--- config.mk ---
export PLATFORM = sky130hd
export DESIGN_NAME = subcode_frame_buffer
export DESIGN_NICKNAME = d
export VERILOG_FILES = /design/src/rtl/subcode_frame_buffer.sv
export SDC_FILE = /design/constraint.sdc
export NUM_CORES = 2
export LEC_CHECK = 0
export BUFFER_PORTS_ARGS = -buffer_cell sky130_fd_sc_hd__buf_2
export CORE_MARGIN = 8
export CORE_UTILIZATION = 35
export DETAILED_ROUTE_END_ITERATION = 16
export SLEW_MARGIN = 5
export SYNTH_ARGS = -nofsm -noshare
export SYNTH_HDL_FRONTEND = slang
export SYNTH_SLANG_ARGS = --single-unit
--- constraint.sdc ---
create_clock -name clk_i -period 4.6 [get_ports clk_i]
set_input_delay 0.46 -clock clk_i [delete_from_list [all_inputs] [get_ports clk_i]]
set_output_delay 0.46 -clock clk_i [all_outputs]
set_load 0.02 [all_outputs]
--- src/rtl/subcode_frame_buffer.sv ---
// Frames P..W subcode symbols on SCOR, stores each 96-symbol frame in a ping-pong
// buffer for the host and checks the Q-channel CRC of every frame.
module subcode_frame_buffer #(
  parameter int SYNC_SKIP = 2,
  parameter int FRAME_LEN = 96
) (
  input  logic       clk_i,
  input  logic       rst_i,
  input  logic       sub_stb_i,
  input  logic [7:0] sub_data_i,
  input  logic       scor_i,
  input  logic [6:0] rd_addr_i,
  output logic [7:0] rd_data_o,
  input  logic       frame_ack_i,
  output logic       frame_rdy_o,
  output logic       q_crc_ok_o,
  output logic       overrun_o,
  output logic       sync_lost_o
);

  localparam int AW       = $clog2(2 * FRAME_LEN);
  localparam int SW       = (SYNC_SKIP > 1) ? $clog2(SYNC_SKIP) : 1;
  localparam int CRC_BITS = FRAME_LEN - 16;

  typedef enum logic [1:0] {HUNT, SKIP, DATA, COMMIT} state_t;

  state_t          state_q, state_d;
  logic [SW-1:0]   skip_q, skip_d;
  logic [6:0]      idx_q, idx_d;
  logic [15:0]     crc_q, crc_d;
  logic [15:0]     rx_crc_q, rx_crc_d;
  logic            wr_bank_q, wr_bank_d;
  logic            frame_rdy_q, frame_rdy_d;
  logic            q_crc_ok_q, q_crc_ok_d;
  logic            overrun_q, overrun_d;
  logic            sync_lost_q, sync_lost_d;
  logic            scor_meta_q, scor_sync_q, scor_prev_q;
  logic [7:0]      rd_data_q, rd_data_d;
  logic            scor_edge;
  logic            mem_we;
  logic [15:0]     crc_step;
  logic            rd_in_range;
  logic [AW-1:0]   wr_addr, rd_addr_full;

  logic [7:0] mem [2*FRAME_LEN];

  assign scor_edge = scor_sync_q & ~scor_prev_q;
  assign crc_step  = {crc_q[14:0], 1'b0} ^ ((crc_q[15] ^ sub_data_i[6]) ? 16'h1021 : 16'h0000);

  // Bank 1 occupies the upper FRAME_LEN entries; the read bank is always the other one.
  assign wr_addr      = AW'(idx_q) + (wr_bank_q ? AW'(FRAME_LEN) : {AW{1'b0}});
  assign rd_in_range  = rd_addr_i < 7'(FRAME_LEN);
  assign rd_addr_full = (rd_in_range ? AW'(rd_addr_i) : {AW{1'b0}}) +
                        (wr_bank_q ? {AW{1'b0}} : AW'(FRAME_LEN));
  assign rd_data_d    = rd_in_range ? mem[rd_addr_full] : 8'h00;

  always_ff @(posedge clk_i) begin
    if (mem_we) mem[wr_addr] <= sub_data_i;
  end

  always_comb begin
    state_d     = state_q;
    skip_d      = skip_q;
    idx_d       = idx_q;
    crc_d       = crc_q;
    rx_crc_d    = rx_crc_q;
    wr_bank_d   = wr_bank_q;
    frame_rdy_d = frame_rdy_q;
    q_crc_ok_d  = q_crc_ok_q;
    overrun_d   = overrun_q;
    sync_lost_d = sync_lost_q;
    mem_we      = 1'b0;
    if (frame_ack_i) begin
      frame_rdy_d = 1'b0;
      overrun_d   = 1'b0;
      sync_lost_d = 1'b0;
    end
    unique case (state_q)
      HUNT: begin
        if (scor_edge) begin
          state_d = SKIP;
          skip_d  = '0;
        end
      end
      SKIP: begin
        // A sync edge always takes priority over a coincident strobe.
        if (scor_edge) begin
          sync_lost_d = 1'b1;
          skip_d      = '0;
        end else if (sub_stb_i) begin
          if (skip_q == SW'(SYNC_SKIP - 1)) begin
            state_d  = DATA;
            idx_d    = '0;
            crc_d    = '0;
            rx_crc_d = '0;
          end else begin
            skip_d = skip_q + SW'(1);
          end
        end
      end
      DATA: begin
        if (scor_edge) begin
          sync_lost_d = 1'b1;
          state_d     = SKIP;
          skip_d      = '0;
        end else if (sub_stb_i) begin
          mem_we = 1'b1;
          idx_d  = idx_q + 7'd1;
          if (idx_q < 7'(CRC_BITS)) crc_d = crc_step;
          else                      rx_crc_d = {rx_crc_q[14:0], sub_data_i[6]};
          if (idx_q == 7'(FRAME_LEN - 1)) state_d = COMMIT;
        end
      end
      COMMIT: begin
        if (!frame_rdy_q || frame_ack_i) begin
          wr_bank_d   = ~wr_bank_q;
          frame_rdy_d = 1'b1;
          q_crc_ok_d  = (crc_q == ~rx_crc_q);
        end else begin
          overrun_d = 1'b1;
        end
        skip_d  = '0;
        state_d = scor_edge ? SKIP : HUNT;
      end
      default: state_d = HUNT;
    endcase
  end

  always_ff @(posedge clk_i or posedge rst_i) begin
    if (rst_i) begin
      state_q     <= HUNT;
      skip_q      <= '0;
      idx_q       <= '0;
      crc_q       <= '0;
      rx_crc_q    <= '0;
      wr_bank_q   <= 1'b0;
      frame_rdy_q <= 1'b0;
      q_crc_ok_q  <= 1'b0;
      overrun_q   <= 1'b0;
      sync_lost_q <= 1'b0;
      scor_meta_q <= 1'b0;
      scor_sync_q <= 1'b0;
      scor_prev_q <= 1'b0;
      rd_data_q   <= 8'h00;
    end else begin
      state_q     <= state_d;
      skip_q      <= skip_d;
      idx_q       <= idx_d;
      crc_q       <= crc_d;
      rx_crc_q    <= rx_crc_d;
      wr_bank_q   <= wr_bank_d;
      frame_rdy_q <= frame_rdy_d;
      q_crc_ok_q  <= q_crc_ok_d;
      overrun_q   <= overrun_d;
      sync_lost_q <= sync_lost_d;
      scor_meta_q <= scor_i;
      scor_sync_q <= scor_meta_q;
      scor_prev_q <= scor_sync_q;
      rd_data_q   <= rd_data_d;
    end
  end

  assign rd_data_o   = rd_data_q;
  assign frame_rdy_o = frame_rdy_q;
  assign q_crc_ok_o  = q_crc_ok_q;
  assign overrun_o   = overrun_q;
  assign sync_lost_o = sync_lost_q;

endmodule

==> results.sh <==
export IMPL_area_growth_pct=12.6
export IMPL_rsz0062_at_grt="no"
export IMPL_cp_required_ns=5.26
export IMPL_grt_use_total_pct=17.7
export IMPL_cts_setup_buffers=0
export IMPL_drive_above_1_share_pct=10.5
export IMPL_fill_cells=16700
export IMPL_clk_pin_slew_worst_paths_ns=0.06
export IMPL_r2r_slack_ns=0.65
export IMPL_ys_seq_elements=1594
export IMPL_fp_dieH_microns=444
export IMPL_synth_cell_types=76
export IMPL_hp_class="primary input to register"
export IMPL_synth_edf_count=1536
export IMPL_multi_input_area_sq_mm=0.0149
export IMPL_clockBufferDepth=3
export IMPL_hold_slack_ns=0.165
export IMPL_worstSetupStartpointType="register"
export IMPL_synth_cells=4186
export IMPL_placeableCoreArea_sq_mm=0.183
export IMPL_r2r_start="wr_bank_q"
export IMPL_min_period_ns=3.95
export IMPL_via_per_inst=5.65
export IMPL_synth_ff_type="edfxtp_1"
export IMPL_seqCellArea_sq_mm=0.0476
export IMPL_final_max_slew_violation_count=0
export IMPL_slowest_stage="a211oi_1"
export IMPL_synthTopCellsByArea="edfxtp_1 (72%), mux2i_1 (4.9%), a211oi_1 (2.4%)"
export IMPL_ff2ff_path_depth=8
export IMPL_routabilityCongestion=0.904
export IMPL_dp_hpwl_mm=111
export IMPL_critPathKind="register to register"
export IMPL_drt_total_wl_mm=181
export IMPL_crit_start="wr_bank_q"
export IMPL_post_drt_wl_per_cell_microns=26.9
export IMPL_portBuffers=31
export IMPL_worstPathCellList="inv_1, ha_1, nor2_1, nand2_1, a211oi_1, nand4b_1, a22o_1, a311oi_1"
export IMPL_clock_sinks=1594
export IMPL_antenna_found_initial=12
export IMPL_syn_nets=4218
export IMPL_drc=0
export IMPL_finalSetupTns_ns=0
export IMPL_htreeDepth=4
export IMPL_syn_area_per_cell_sq_um=15.3
export IMPL_cts_buffers=162
export IMPL_arrival_ns=4.61
export IMPL_grt_ovfl_total=0
export IMPL_relSlewSlack_pct=14.3
export IMPL_grt_pass1_vias=37000
export IMPL_synth_top_area_share_pct=71.8
export IMPL_grt_max_degree=110
export IMPL_finalClockSkew_ns=0.0401
export IMPL_hold_depth=1
export IMPL_hold_viol=0
export IMPL_synth_largest_area_cell="edfxtp_1"
export IMPL_reg2reg_to="rd_data_o[0]"
export IMPL_post_cts_resized=0
export IMPL_die_w_microns=444
export IMPL_endpoint="rd_data_o[0]"
export IMPL_crit_fanout=9
export IMPL_synth_commonest_cells="edfxtp_1 (1536), nand2_1 (409), mux2i_1 (316)"
export IMPL_synth_area_sq_mm=0.0642
export IMPL_drt_iter0_markers=4636
export IMPL_initial_core_util_pct=35.1
export IMPL_clkLatencyLatePin_ns=0.82
export IMPL_status="completed"
export IMPL_fmax_mhz=253
export IMPL_tritoncts="yes"
export IMPL_worst_pin_slew_ns=1.28
export IMPL_dieArea_sq_mm=0.197
export IMPL_p_leak_nw=23.3
export IMPL_ant_nets=0
export IMPL_drv_cap=0
export IMPL_p_per_area_mw_per_mm2=443
export IMPL_ys_seq_area_share_pct=74.1
export IMPL_fin_crit_sh_pct=85.8
export IMPL_crit_path_end_kind="register"
export IMPL_vias=38100
export IMPL_clock_root_buffer="clkbuf_16"
export IMPL_grt_pass1_wl_mm=261
export IMPL_cpPeakStageDelay_ns=0.83
export IMPL_async_reset_ff_share_pct=3.64
export IMPL_io_pins=32
export IMPL_nNetsFinal=4251
export IMPL_drt_pass1_iter_count=6
export IMPL_setup_viol=0
export IMPL_vdd_drop_max_mv=0.330
export IMPL_ys_warn_count=0
export IMPL_yosys_cell_count_top_type="edfxtp_1"
export IMPL_fp_row_count=157
## cells by family (layout without fill, tap and decap cells)
family	after synthesis	after routing	synth area share, %
AOI/OAI and AO/OA	983	983	10.8
buffers and inverters	324	491	2.69
muxes	358	358	5.87
and+or+nand+nor	895	895	5.99
DFF	1594	1594	74.1
adders and majority gates	12	12	0.257
xor gates and xnor gates	20	20	0.273
other	0	7	0
## state kept, by name, summed over array words and instances, names as in the netlist
name,cells
rd_data_o,8
q_crc_ok_o,1
overrun_o,1
wr_bank_q,1
scor_meta_q,1
scor_sync_q,1
skip_q,1
state_q,2
scor_prev_q,1
crc_q,16
sync_lost_o,1
rx_crc_q,16
frame_rdy_o,1
mem,1536
idx_q,7
## routing by layer
layer	vias to the layer above	wire length [microns]	global-route usage, %
li1	16600	-	-
met3	322	15000	3.54
met4	2	8320	8.01
met5	-	12	0
met1	19500	73600	23.5
met2	1716	84500	28.1
## cells in the final DEF (no fill, tap or decap), drive strengths merged, types with 10 or more instances in the layout
cell | Yosys | final
edfxtp | 1536 | 1536
o211ai | 27 | 27
o21ai | 117 | 117
clkinv | 1 | 76
a22oi | 49 | 49
bufinv | 0 | 10
mux4 | 12 | 12
ha | 10 | 10
o221ai | 15 | 15
a2111oi | 11 | 11
clkbuf | 107 | 205
a221o | 28 | 28
dfrtp | 58 | 58
nor4 | 26 | 26
a22o | 10 | 10
a221oi | 161 | 161
a311oi | 29 | 29
nand3 | 91 | 91
mux2 | 30 | 30
nand2b | 14 | 14
xnor2 | 19 | 19
a211oi | 205 | 205
nor2 | 248 | 248
nand2 | 409 | 409
inv | 15 | 19
o22ai | 11 | 11
nor2b | 34 | 34
mux2i | 316 | 316
a31oi | 21 | 21
nor3 | 37 | 37
buf | 201 | 173
a21oi | 234 | 234
## worst min path at each step
stage                       end           from  slack [ns]
finish               mem[66][7]  sub_data_i[7]        0.16
global route         mem[86][7]  sub_data_i[7]        0.19
CTS                  mem[66][7]  sub_data_i[7]        0.16
detailed placement  scor_sync_q    scor_meta_q        0.33
global placement    scor_sync_q    scor_meta_q        0.34
floorplan           scor_sync_q    scor_meta_q        0.33
## report_power, final
| group | internal (mW) | switching [mW] |
|---|---|---|
| clock network | 7.12 | 5.60 |
| logic | 0.824 | 2.31 |
| registers | 16.0 | 0.186 |
## repair_timing
item | in CTS | in global routing
endpoints found under the hold margin | 63 | 0
setup endpoints to repair | 0 | 0
hold buffers | 4 | 0
## worst max-delay path, delay by kind of cell (launching register included)
family | cells | cell delay [ns]
buf+inv | 1 | 0.10
fa+ha+maj | 1 | 0.41
flops | 1 | 0.60
compound gates | 3 | 1.04
simple gates | 3 | 1.65
## final cells by class
cell class | count | area share (%)
flip-flops and latches | 1594 | 65.8
well taps | 2385 | 4.13
clock buffers | 205 | 5.86
diodes | 7 | 0.0242
clock inverters | 93 | 1.18
multi-input cells | 2268 | 20.7
repair buffers | 177 | 2.26
inverters | 16 | 0.0831
## stage by stage
stage	setup WS [ns]	instance area, sq um	total power, mW	instances	util [%]
after floorplan	1.25	64200	18.0	4186	-
after global placement	0.416	67200	19.5	6436	36.8
after detailed placement	0.329	67200	19.6	6436	36.8
after CTS	0.578	72300	32.2	6738	39.6
after global routing	0.587	72300	32.9	6741	39.6
final	0.654	72300	32.1	6745	39.6
Note: power is estimated with default switching activity, not from simulation.
